`src/rtl/calc_stack.sv`:
```
// Button-driven accumulator calculator with a circular undo history.
// Buttons are synchronised; the execute/clear edges commit two clocks after first sampling.
module calc_stack #(
  parameter int WIDTH = 16,
  parameter int DEPTH = 4
) (
  input  logic                       clk,
  input  logic                       rst_n,
  input  logic                       btnu,
  input  logic                       btnd,
  input  logic                       btnl,
  input  logic                       btnc,
  input  logic                       btnr,
  input  logic [WIDTH-1:0]           sw,
  output logic [WIDTH-1:0]           led,
  output logic                       ovf,
  output logic                       undo_err,
  output logic [$clog2(DEPTH+1)-1:0] hist_cnt
);
  localparam int CW = $clog2(DEPTH+1);
  localparam int PW = (DEPTH > 1) ? $clog2(DEPTH) : 1;
  localparam int SW = $clog2(WIDTH);

  typedef enum logic {IDLE, EXEC} state_t;

  // Bit order: {btnu, btnd, btnl, btnc, btnr}
  logic [4:0]       sync1_q, sync2_q;
  logic             up_prev_q, dn_prev_q;
  state_t           state_q, state_d;
  logic [WIDTH-1:0] acc_q, acc_d;
  logic             ovf_q, ovf_d;
  logic             err_q, err_d;
  logic [CW-1:0]    cnt_q, cnt_d;
  logic [PW-1:0]    ptr_q, ptr_d;
  logic [WIDTH-1:0] hist_q [DEPTH];
  logic             push;

  logic             clr_pulse, exe_pulse;
  logic [2:0]       op;
  logic [WIDTH-1:0] res;
  logic             res_ovf;
  logic [PW-1:0]    ptr_inc, ptr_dec;

  assign clr_pulse = sync2_q[4] & ~up_prev_q;
  assign exe_pulse = sync2_q[3] & ~dn_prev_q;
  assign op        = sync2_q[2:0];
  assign ptr_inc   = (ptr_q == PW'(DEPTH-1)) ? '0 : ptr_q + PW'(1);
  assign ptr_dec   = (ptr_q == '0) ? PW'(DEPTH-1) : ptr_q - PW'(1);

  always_comb begin
    res     = '0;
    res_ovf = 1'b0;
    case (op)
      3'b000: begin
        res     = acc_q + sw;
        res_ovf = (acc_q[WIDTH-1] == sw[WIDTH-1]) && (res[WIDTH-1] != acc_q[WIDTH-1]);
      end
      3'b001: begin
        res     = acc_q - sw;
        res_ovf = (acc_q[WIDTH-1] != sw[WIDTH-1]) && (res[WIDTH-1] != acc_q[WIDTH-1]);
      end
      3'b010:  res = acc_q & sw;
      3'b011:  res = acc_q | sw;
      3'b100:  res = acc_q ^ sw;
      3'b101:  res = ($signed(acc_q) < $signed(sw)) ? WIDTH'(1) : '0;
      3'b110:  res = acc_q << sw[SW-1:0];
      default: res = acc_q;
    endcase
  end

  // The commit lands on the IDLE->EXEC edge so the result appears two clocks after sampling;
  // the following EXEC cycle is a dead cycle that swallows any further execute pulse.
  always_comb begin
    state_d = state_q;
    acc_d   = acc_q;
    ovf_d   = ovf_q;
    err_d   = 1'b0;
    cnt_d   = cnt_q;
    ptr_d   = ptr_q;
    push    = 1'b0;
    if (clr_pulse) begin
      state_d = IDLE;
      acc_d   = '0;
      ovf_d   = 1'b0;
      cnt_d   = '0;
    end else begin
      case (state_q)
        IDLE: begin
          if (exe_pulse) begin
            state_d = EXEC;
            ovf_d   = 1'b0;
            if (op == 3'b111) begin
              if (cnt_q != '0) begin
                acc_d = hist_q[ptr_dec];
                ptr_d = ptr_dec;
                cnt_d = cnt_q - CW'(1);
              end else begin
                err_d = 1'b1;
              end
            end else begin
              push  = 1'b1;
              acc_d = res;
              ovf_d = res_ovf;
              ptr_d = ptr_inc;
              cnt_d = (cnt_q == CW'(DEPTH)) ? cnt_q : cnt_q + CW'(1);
            end
          end
        end
        default: state_d = IDLE;
      endcase
    end
  end

  always_ff @(posedge clk or negedge rst_n) begin
    if (!rst_n) begin
      sync1_q   <= '0;
      sync2_q   <= '0;
      up_prev_q <= 1'b0;
      dn_prev_q <= 1'b0;
      state_q   <= IDLE;
      acc_q     <= '0;
      ovf_q     <= 1'b0;
      err_q     <= 1'b0;
      cnt_q     <= '0;
      ptr_q     <= '0;
      for (int unsigned i = 0; i < DEPTH; i++) hist_q[i] <= '0;
    end else begin
      sync1_q   <= {btnu, btnd, btnl, btnc, btnr};
      sync2_q   <= sync1_q;
      up_prev_q <= sync2_q[4];
      dn_prev_q <= sync2_q[3];
      state_q   <= state_d;
      acc_q     <= acc_d;
      ovf_q     <= ovf_d;
      err_q     <= err_d;
      cnt_q     <= cnt_d;
      ptr_q     <= ptr_d;
      if (push) hist_q[ptr_q] <= acc_q;
    end
  end

  assign led      = acc_q;
  assign ovf      = ovf_q;
  assign undo_err = err_q;
  assign hist_cnt = cnt_q;
endmodule
```
`config.mk`:
```
export PLATFORM = sky130hd
export DESIGN_NAME = calc_stack
export DESIGN_NICKNAME = d
export VERILOG_FILES = /design/src/rtl/calc_stack.sv
export SDC_FILE = /design/constraint.sdc
export NUM_CORES = 1
export LEC_CHECK = 0
export CAP_MARGIN = 40
export CORE_MARGIN = 3
export CORE_UTILIZATION = 60
export DETAILED_ROUTE_END_ITERATION = 16
export HOLD_SLACK_MARGIN = 0.1
export PLACE_DENSITY = 0.9
export SLEW_MARGIN = 15
export SYNTH_ARGS = -nofsm -noshare
export SYNTH_HDL_FRONTEND = slang
export SYNTH_SLANG_ARGS = --single-unit
```
`constraint.sdc`:
```
create_clock -name clk -period 6.4 [get_ports clk]
set_input_delay 0.64 -clock clk [delete_from_list [all_inputs] [get_ports clk]]
set_output_delay 0.64 -clock clk [all_outputs]
set_load 0.01 [all_outputs]
```
==> results of run 1 <==
[cells in the mapped netlist, types with 3 or more instances]
master,n
nand2_1,123
o21ai_0,109
dfrtp_1,100
a21oi_1,66
nor2_1,56
ha_1,53
inv_1,51
clkbuf_1,36
mux4_2,22
mux2i_1,17
xnor2_1,15
nor3_1,12
a221oi_1,10
o221ai_1,9
nand3_1,8
o211ai_1,7
a31oi_1,6
nor4_1,6
o21bai_1,6
o31ai_1,6
a21o_1,5
nor2b_1,5
o22ai_1,5
or3_1,5
a32oi_1,4
buf_1,4
buf_2,4
a211oi_1,3
a22oi_1,3
a311oi_1,3
clkinv_1,3
fa_1,3
nand2b_1,3
nand4_1,3
[worst max-delay path by stage]
stage | to | cells after the start
finish | ovf | 11
global route | ovf | 11
CTS | ovf | 11
detailed placement | led[15] | 11
global placement | led[15] | 11
floorplan | led[12] | 13
[power groups by stage]
stage	Sequential, mW	Clock, mW	Combinational (mW)
after floorplan	0.937	0	0.698
after global placement	0.963	0	0.929
after detailed placement	0.981	0	0.976
after CTS	0.972	0.613	0.992
after global routing	0.997	0.642	1.10
final	0.978	0.612	1.01
[state kept, by name (all words and copies together) (netlist names)]
| register | count |
|---|---|
| hist_q | 64 |
| led | 16 |
| sync1_q | 5 |
| sync2_q | 5 |
| hist_cnt | 3 |
| ptr_q | 2 |
| dn_prev_q | 1 |
| ovf | 1 |
| state_q | 1 |
| undo_err | 1 |
| up_prev_q | 1 |
[per-stage QoR]
stage	setup WS [ns]	hold WS [ns]	area, um2	total power [mW]	utilization, %
after floorplan	2.98	0.331	7160	1.63	-
after global placement	2.11	0.333	7610	1.89	65.8
after detailed placement	2.03	0.338	7730	1.96	66.9
after CTS	2.35	0.275	8070	2.58	69.8
after global routing	2.01	0.292	8070	2.74	69.8
final	2.27	0.253	8070	2.60	69.8
[kinds of logic after synthesis]
kind of cell,count (synthesis),synth area share [%]
and+or+nand+nor,236,14.4
AOI/OAI and AO/OA,269,23.0
adders and majority gates,56,10.1
xor gates and xnor gates,17,2.08
muxes,40,9.45
buffers and inverters,102,6.06
DFF,100,34.9
[area by class of cell]
class,count,area (um2)
clock buffer,9,225
fill,906,3500
inverter,55,206
multi-input combinational,618,4220
clock inverter,7,106
tap,143,179
timing repair buffer,59,623
sequential,100,2500
[metal layers]
layer	vias to the layer above	GRT usage, %
li1	2981	-
met3	100	6.63
met2	408	53.9
met1	3187	47.2
met5	-	0
met4	0	13.7
==> results.py, run 1 <==
metrics = {
    "power_and_ir_drop": {
        "internal-power_mw": 1.61,
        "combPwrFrac_pct": 38.8,
        "seq_power_share_pct": 37.7,
        "p_per_area_mw_per_mm2": 322,
        "ir_drop_mv": 0.225,
        "leakagePower_nw": 3.52,
        "swShare_pct": 38.0,
        "pwr-share-clk_pct": 23.6,
        "p_switching_uw": 987,
    },
    "clock_network": {
        "cts_tree": "built",
        "cts-root-buf": "clkbuf_16",
        "clockBufferDepth": 2,
        "cts_resized": 0,
        "h-tree-depth": 3,
        "clk_latency_ns": 0.35,
        "clkTransAtPathRegs_ns": 0.07,
        "cts_setup_buffers": 0,
        "hold_buffers": 0,
        "clock_sinks": 100,
        "cts_buffers": 9,
    },
    "detailed_routing": {
        "drc_errors": 0,
        "wl_um": 22200,
        "first_pass_iters": 5,
        "drtIter0Drc": 912,
        "via_per_inst": 6.74,
        "post_drt_wl_per_cell_um": 22.4,
        "met2_length_um": 10200,
        "top_layer": "met4",
        "wl_met1_um": 9080,
        "ant_nets": 0,
        "wl_met3_um": 1980,
        "num_vias": 6676,
    },
    "worst_setup_path": {
        "crit_path_start": "sw[1]",
        "r2r_start": "sync2_q[2]",
        "cpMaxStageDelayCell": "clkdlybuf4s50_1",
        "r2r_slack_ns": 3.03,
        "start_kind": "input pin",
        "path_class": "input pin to flop",
        "cp_data_required_time_ns": 6.67,
        "timing.rr.end": "hist_q[40]",
        "cp.buffers_inverters": 2,
        "cpLargestDelayFamily": "buffers and inverters",
        "cpPeakStageDelay_ns": 0.93,
        "reg2reg_depth": 9,
        "path_cells": "clkdlybuf4s50_1 -> inv_1 -> ha_1 -> a21oi_1 -> o2111ai_1 -> nand3_1 -> nand2_1 -> a21boi_0 -> o211ai_1 -> or4b_1 -> a32oi_1",
        "end_kind": "flop",
        "crit_arrival_ns": 4.40,
        "critPathMaxFanout": 17,
    },
    "synthesis": {
        "synthTopCellsByArea": "dfrtp_1 (35%), ha_1 (9.3%), o21ai_0 (7.6%)",
        "syn_area_mm2": 0.00716,
        "yosys.area.top_type": "dfrtp_1",
        "synthArstFlopShare_pct": 100,
        "ys_seq_area_share_pct": 34.9,
        "synth.distinct_cells": 73,
        "synth-seq-cells": 100,
        "yosysTopAreaCellShare_pct": 34.9,
        "ys_warn_count": 0,
        "syn_area_per_cell_um2": 8.73,
        "synth-edff-count": 0,
        "syn_nets": 899,
        "synth_flop_cell": "dfrtp_1",
        "syn_inst": 820,
    },
    "global_route": {
        "overflow": 0,
        "grt_pass1_wl_um": 34900,
        "antenna_found_initial": 0,
        "grtUsageTotal_pct": 34.3,
        "grt_max_degree": 61,
        "grt_pass1_vias": 6456,
    },
    "flow_run": {
        "max_cap_viol_count": 0,
    },
    "floorplanning": {
        "start_util_pct": 61.9,
        "dieWidth_um": 115,
        "die_h_um": 115,
        "rows": 39,
        "io_pins": 44,
        "core_region_area_mm2": 0.0116,
        "die_area_mm2": 0.0133,
    },
    "timing": {
        "worst_slew_pin_slew_ns": 0.897,
        "rsz0062_at_grt": "no",
        "slew_headroom_pct": 39.8,
        "fin_tns_setup_ns": 0,
        "skew_ns": 0.00753,
        "finalMaxSlewViolations": 0,
        "setup_viol": 0,
        "max_freq_ghz": 0.242,
        "fin_crit_sh_pct": 64.5,
        "hold_violations": 0,
        "layout_min_cycle_time_ns": 4.13,
    },
    "finish": {
        "final_common_cell": "nand2_1",
        "drive_gt1_share_pct": 8.49,
        "n_antenna_cell": 0,
        "final_cell_mix": "nand2_1 (123), o21ai_0 (109), dfrtp_1 (100), a21oi_1 (66), nor2_1 (56)",
        "final_cells": 991,
        "nNetsFinal": 922,
        "syn2layout_area_growth_pct": 12.7,
    },
    "placed_design": {
        "numPortBuffers": 43,
        "dp.cells": 975,
        "dp_hpwl_um": 15600,
        "gp_congestion": 0.991,
    },
    "min_path": {
        "hold_class": "input pin to asynchronous set/reset pin",
    },
    "status": {
        "status": "complete, no violations",
    },
}
Note: power is estimated with default switching activity, not from simulation.
==> run 2, diff against run 1 <==
==> constraint.sdc (replaced) <==
create_clock -name clk -period 4.05 [get_ports clk]
set_input_delay 0.405 -clock clk [delete_from_list [all_inputs] [get_ports clk]]
set_output_delay 0.405 -clock clk [all_outputs]
set_load 0.01 [all_outputs]
==> results.py, run 2 (synthesis gave the netlist of run 1 again) <==
metrics = {
    "timing": {
        "skew_ns": 0.0136,
        "worst_slew_pin_slew_ns": 0.855,
        "layout_min_cycle_time_ns": 3.42,
        "max_freq_ghz": 0.293,
        "finalMaxSlewViolations": 0,
        "setup_viol": 0,
        "fin_tns_setup_ns": 0,
        "fin_crit_sh_pct": 84.4,
        "slew_headroom_pct": 42.6,
        "hold_violations": 0,
        "rsz0062_at_grt": "no",
    },
    "finish": {
        "final_common_cell": "nand2_1",
        "largest_reg_flops": 64,
        "drive_gt1_share_pct": 9.55,
        "stdcell_area_mm2": 0.00809,
        "syn2layout_area_growth_pct": 13.0,
        "nNetsFinal": 934,
        "largest_register": "hist_q",
        "final_cell_mix": "nand2_1 (123), o21ai_0 (109), dfrtp_1 (100), a21oi_1 (66), nor2_1 (56)",
        "n_antenna_cell": 0,
        "fin_util_pct": 70.0,
    },
    "status": {
        "status": "complete, no violations",
    },
    "min_path": {
        "hold_class": "flop to flop",
        "min_from": "sync1_q[4]",
    },
    "placed_design": {
        "dp_hpwl_um": 15600,
        "numPortBuffers": 43,
        "gp_congestion": 0.969,
        "post_dp_cell_area_mm2": 0.00776,
    },
    "power_and_ir_drop": {
        "ir_drop_mv": 0.284,
        "leakagePower_nw": 3.55,
        "p_per_area_mw_per_mm2": 505,
    },
    "clock_network": {
        "cts_setup_buffers": 0,
        "cts_tree": "built",
        "clockBufferDepth": 2,
        "h-tree-depth": 3,
        "cts_resized": 0,
        "clk_latency_ns": 0.36,
        "clkTransAtPathRegs_ns": 0.07,
        "cts-root-buf": "clkbuf_16",
        "hold_buffers": 1,
        "cts_buffers": 9,
        "clock_sinks": 100,
    },
    "floorplanning": {
        "die_h_um": 115,
        "start_util_pct": 61.9,
        "dieWidth_um": 115,
        "rows": 39,
        "core_region_area_mm2": 0.0116,
        "die_area_mm2": 0.0133,
        "io_pins": 44,
    },
    "global_route": {
        "grtUsageTotal_pct": 34.5,
        "grt_max_degree": 48,
        "antenna_found_initial": 0,
        "grt_pass1_wl_um": 35300,
        "grt_pass1_vias": 6621,
        "overflow": 0,
    },
    "worst_setup_path": {
        "cpPeakStageDelay_ns": 0.59,
        "path_cells": "inv_1 -> ha_1 -> inv_1 -> fa_1 -> nor2b_1 -> o211ai_1 -> a31oi_1 -> a221oi_1 -> o31a_1 -> o21ai_0 -> a41oi_1 -> a21o_1",
        "end_kind": "flop",
        "start_kind": "flop",
        "path_class": "flop to flop",
        "r2r_start": "led[0]",
        "crit_path_start": "led[0]",
        "cp.buffers_inverters": 2,
        "cp_data_required_time_ns": 4.34,
        "cpLargestDelayFamily": "compound AO/OA/AOI/OAI gates",
        "critPathMaxFanout": 6,
        "cpMostUsedCell": "inv_1",
        "crit_arrival_ns": 3.71,
        "cpMaxStageDelayCell": "a221oi_1",
    },
    "detailed_routing": {
        "num_vias": 6758,
        "ant_nets": 0,
        "via_per_inst": 6.74,
        "first_pass_iters": 7,
        "wl_um": 22200,
        "drc_errors": 0,
        "drtIter0Drc": 860,
        "post_drt_wl_per_cell_um": 22.1,
    },
    "flow_run": {
        "max_cap_viol_count": 0,
    },
}
[run 2: through the flow]
stage / worst slack [ns] / hold WS [ns] / power [mW] / std cells
6_report: 0.631 / 0.347 / 4.09 / 1002
5_1_grt: 0.495 / 0.363 / 4.32 / 1002
4_1_cts: 0.777 / 0.350 / 4.06 / 1002
3_5_place_dp: 0.450 / 0.336 / 3.09 / 986
3_3_place_gp: 0.541 / 0.333 / 3.01 / 985
2_1_floorplan: 0.866 / 0.109 / 2.58 / 820
[run 2: layer usage]
| metal | wire, um | part of all wire (%) | GRT usage (%) |
|---|---|---|---|
| met5 | 0 | 0 | 0 |
| met4 | 1120 | 5.0 | 17.5 |
| met3 | 2270 | 10 | 6.89 |
| met2 | 10200 | 46 | 54.0 |
| met1 | 8560 | 39 | 45.8 |
[run 2: worst paths after layout]
kind,slack [ns],endpoint,cells after the start
min,0.35,sync2_q[4],0
min reg2reg,0.35,sync2_q[4],0
max in group asynchronous,2.85,hist_q[18],3
max,0.63,led[0],12
min in group asynchronous,0.55,hist_q[62],2
max reg2reg,0.63,led[0],12
[run 2: power by group]
group	internal (mW)	switching (mW)	leakage [nW]
sequential	1.31	0.237	1.32
combinational	0.688	0.900	2.07
clock	0.546	0.408	0.154
total	2.54	1.55	3.55
[run 2: layout make-up]
type / count / area, um2
timing repair buffer: 71 / 661
tap: 143 / 179
fill: 887 / 3470
multi-input combinational: 618 / 4220
clock buffer: 9 / 225
clock inverter: 6 / 96.3
sequential: 100 / 2500
inverter: 55 / 206
==> run 3, diff against run 2 <==
==> constraint.sdc (replaced) <==
create_clock -name clk -period 3.5 [get_ports clk]
set_input_delay 0.35 -clock clk [delete_from_list [all_inputs] [get_ports clk]]
set_output_delay 0.35 -clock clk [all_outputs]
set_load 0.01 [all_outputs]
==> results.py, run 3 (synthesis gave the netlist of run 1 again) <==
metrics = {
    "placed_design": {
        "post_dp_cell_area_mm2": 0.00786,
        "numPortBuffers": 43,
        "gp_congestion": 1.05,
        "pre_cts_ws_ns": 0.0933,
        "dp_hpwl_um": 16100,
    },
    "power_and_ir_drop": {
        "ir_drop_mv": 0.433,
        "swShare_pct": 38.2,
        "p_per_area_mw_per_mm2": 572,
        "seq_power_share_pct": 38.1,
        "pwr-share-clk_pct": 21.3,
        "p_switching_mw": 1.78,
        "combPwrFrac_pct": 40.6,
        "leakagePower_nw": 3.61,
        "total_power_mw": 4.67,
        "internal-power_mw": 2.89,
    },
    "flow_run": {
        "max_cap_viol_count": 0,
    },
    "finish": {
        "final_common_cell": "nand2_1",
        "n_antenna_cell": 0,
        "fin_util_pct": 70.6,
        "drive_gt1_share_pct": 11.1,
        "largest_register": "hist_q",
        "nNetsFinal": 950,
        "stdcell_area_mm2": 0.00816,
        "largest_reg_flops": 64,
        "final_cell_mix": "nand2_1 (123), o21ai_0 (109), dfrtp_1 (100), a21oi_1 (66), nor2_1 (56)",
        "syn2layout_area_growth_pct": 14.0,
    },
    "timing": {
        "setup_viol": 0,
        "setup_slack_ns": 0.201,
        "skew_ns": 0.0114,
        "layout_min_cycle_time_ns": 3.30,
        "finalMaxSlewViolations": 0,
        "fin_tns_setup_ns": 0,
        "hold_violations": 0,
        "fin_crit_sh_pct": 94.3,
        "max_freq_ghz": 0.303,
        "slew_headroom_pct": 46.3,
        "worst_slew_pin_slew_ns": 0.800,
        "rsz0062_at_grt": "no",
    },
    "clock_network": {
        "cts_buffers": 9,
        "cts_tree": "built",
        "h-tree-depth": 3,
        "cts_setup_buffers": 0,
        "cts-root-buf": "clkbuf_16",
        "clockBufferDepth": 2,
        "clock_sinks": 100,
        "clkTransAtPathRegs_ns": 0.07,
        "clk_latency_ns": 0.35,
    },
    "global_route": {
        "grtUsageTotal_pct": 34.6,
        "grt_pass1_vias": 6673,
        "grt_max_degree": 46,
        "overflow": 0,
        "grt_pass1_wl_um": 35300,
        "antenna_found_initial": 0,
    },
    "floorplanning": {
        "dieWidth_um": 115,
        "die_h_um": 115,
        "start_util_pct": 61.9,
        "rows": 39,
        "die_area_mm2": 0.0133,
        "io_pins": 44,
        "core_region_area_mm2": 0.0116,
    },
    "worst_setup_path": {
        "start_kind": "flop",
        "critPathMaxFanout": 6,
        "cp.buffers_inverters": 3,
        "end_kind": "flop",
        "path_cells": "inv_1 -> ha_1 -> inv_1 -> fa_1 -> nor2b_1 -> o211ai_1 -> a31oi_1 -> a221oi_1 -> buf_4 -> o31a_1 -> o21ai_0 -> a41oi_1 -> a21o_1",
        "cpPeakStageDelay_ns": 0.48,
        "cp_data_required_time_ns": 3.79,
        "crit_arrival_ns": 3.59,
        "cpLargestDelayFamily": "compound AO/OA/AOI/OAI gates",
        "cpMaxStageDelayCell": "dfrtp_1",
        "cpMostUsedCell": "inv_1",
        "path_class": "flop to flop",
    },
    "detailed_routing": {
        "drc_errors": 0,
        "post_drt_wl_per_cell_um": 21.9,
        "drtIter0Drc": 804,
        "wl_um": 22200,
        "num_vias": 6776,
        "ant_nets": 0,
        "first_pass_iters": 7,
        "via_per_inst": 6.66,
    },
    "status": {
        "status": "complete, no violations",
    },
    "min_path": {
        "hold_class": "flop to flop",
    },
}
[run 3: cell type report]
class,count,area (um2)
Multi-Input combinational cell,618,4220
Fill cell,881,3400
Sequential cell,100,2500
Timing Repair Buffer,87,761
Clock buffer,10,229
Inverter,55,206
Tap cell,143,179
Clock inverter,5,60.1
[run 3: repair_timing]
| item | CTS | global route |
|---|---|---|
| endpoints found under the hold margin | 43 | 0 |
| resized for setup | 0 | 0 |
| hold buffers | 1 | 0 |
[run 3: metal layers]
| metal | global-route usage [%] | part of all wire, % |
|---|---|---|
| met5 | 0 | 0 |
| met4 | 15.4 | 4.5 |
| met3 | 8.74 | 11 |
| met2 | 53.8 | 46 |
| met1 | 46.0 | 38 |
[run 3: path summary, 6_finish.rpt]
path,cells after the start,endpoint,start,slack [ns]
setup / recovery,13,led[0],led[0],0.20
hold / removal,0,sync2_q[1],sync1_q[1],0.35
setup reg to reg,13,led[0],led[0],0.20
hold reg to reg,0,sync2_q[1],sync1_q[1],0.35
max in group asynchronous,3,led[4],rst_n,2.15
min in group asynchronous,2,hist_q[62],rst_n,0.53
[run 3: through the flow]
stage / hold slack, ns / instances
5_1_grt: 0.359 / 1018
3_3_place_gp: 0.333 / 1002
6_report: 0.355 / 1018
4_1_cts: 0.354 / 1018
2_1_floorplan: 0.0544 / 820
3_5_place_dp: 0.339 / 1002
[run 3: power by group through the flow]
stage | combinational, mW | sequential, mW | clock (mW)
global placement | 1.77 | 1.74 | 0
CTS | 1.86 | 1.77 | 1.00
finish | 1.89 | 1.78 | 0.995
floorplan | 1.28 | 1.71 | 0
global route | 2.07 | 1.82 | 1.05
detailed placement | 1.83 | 1.78 | 0
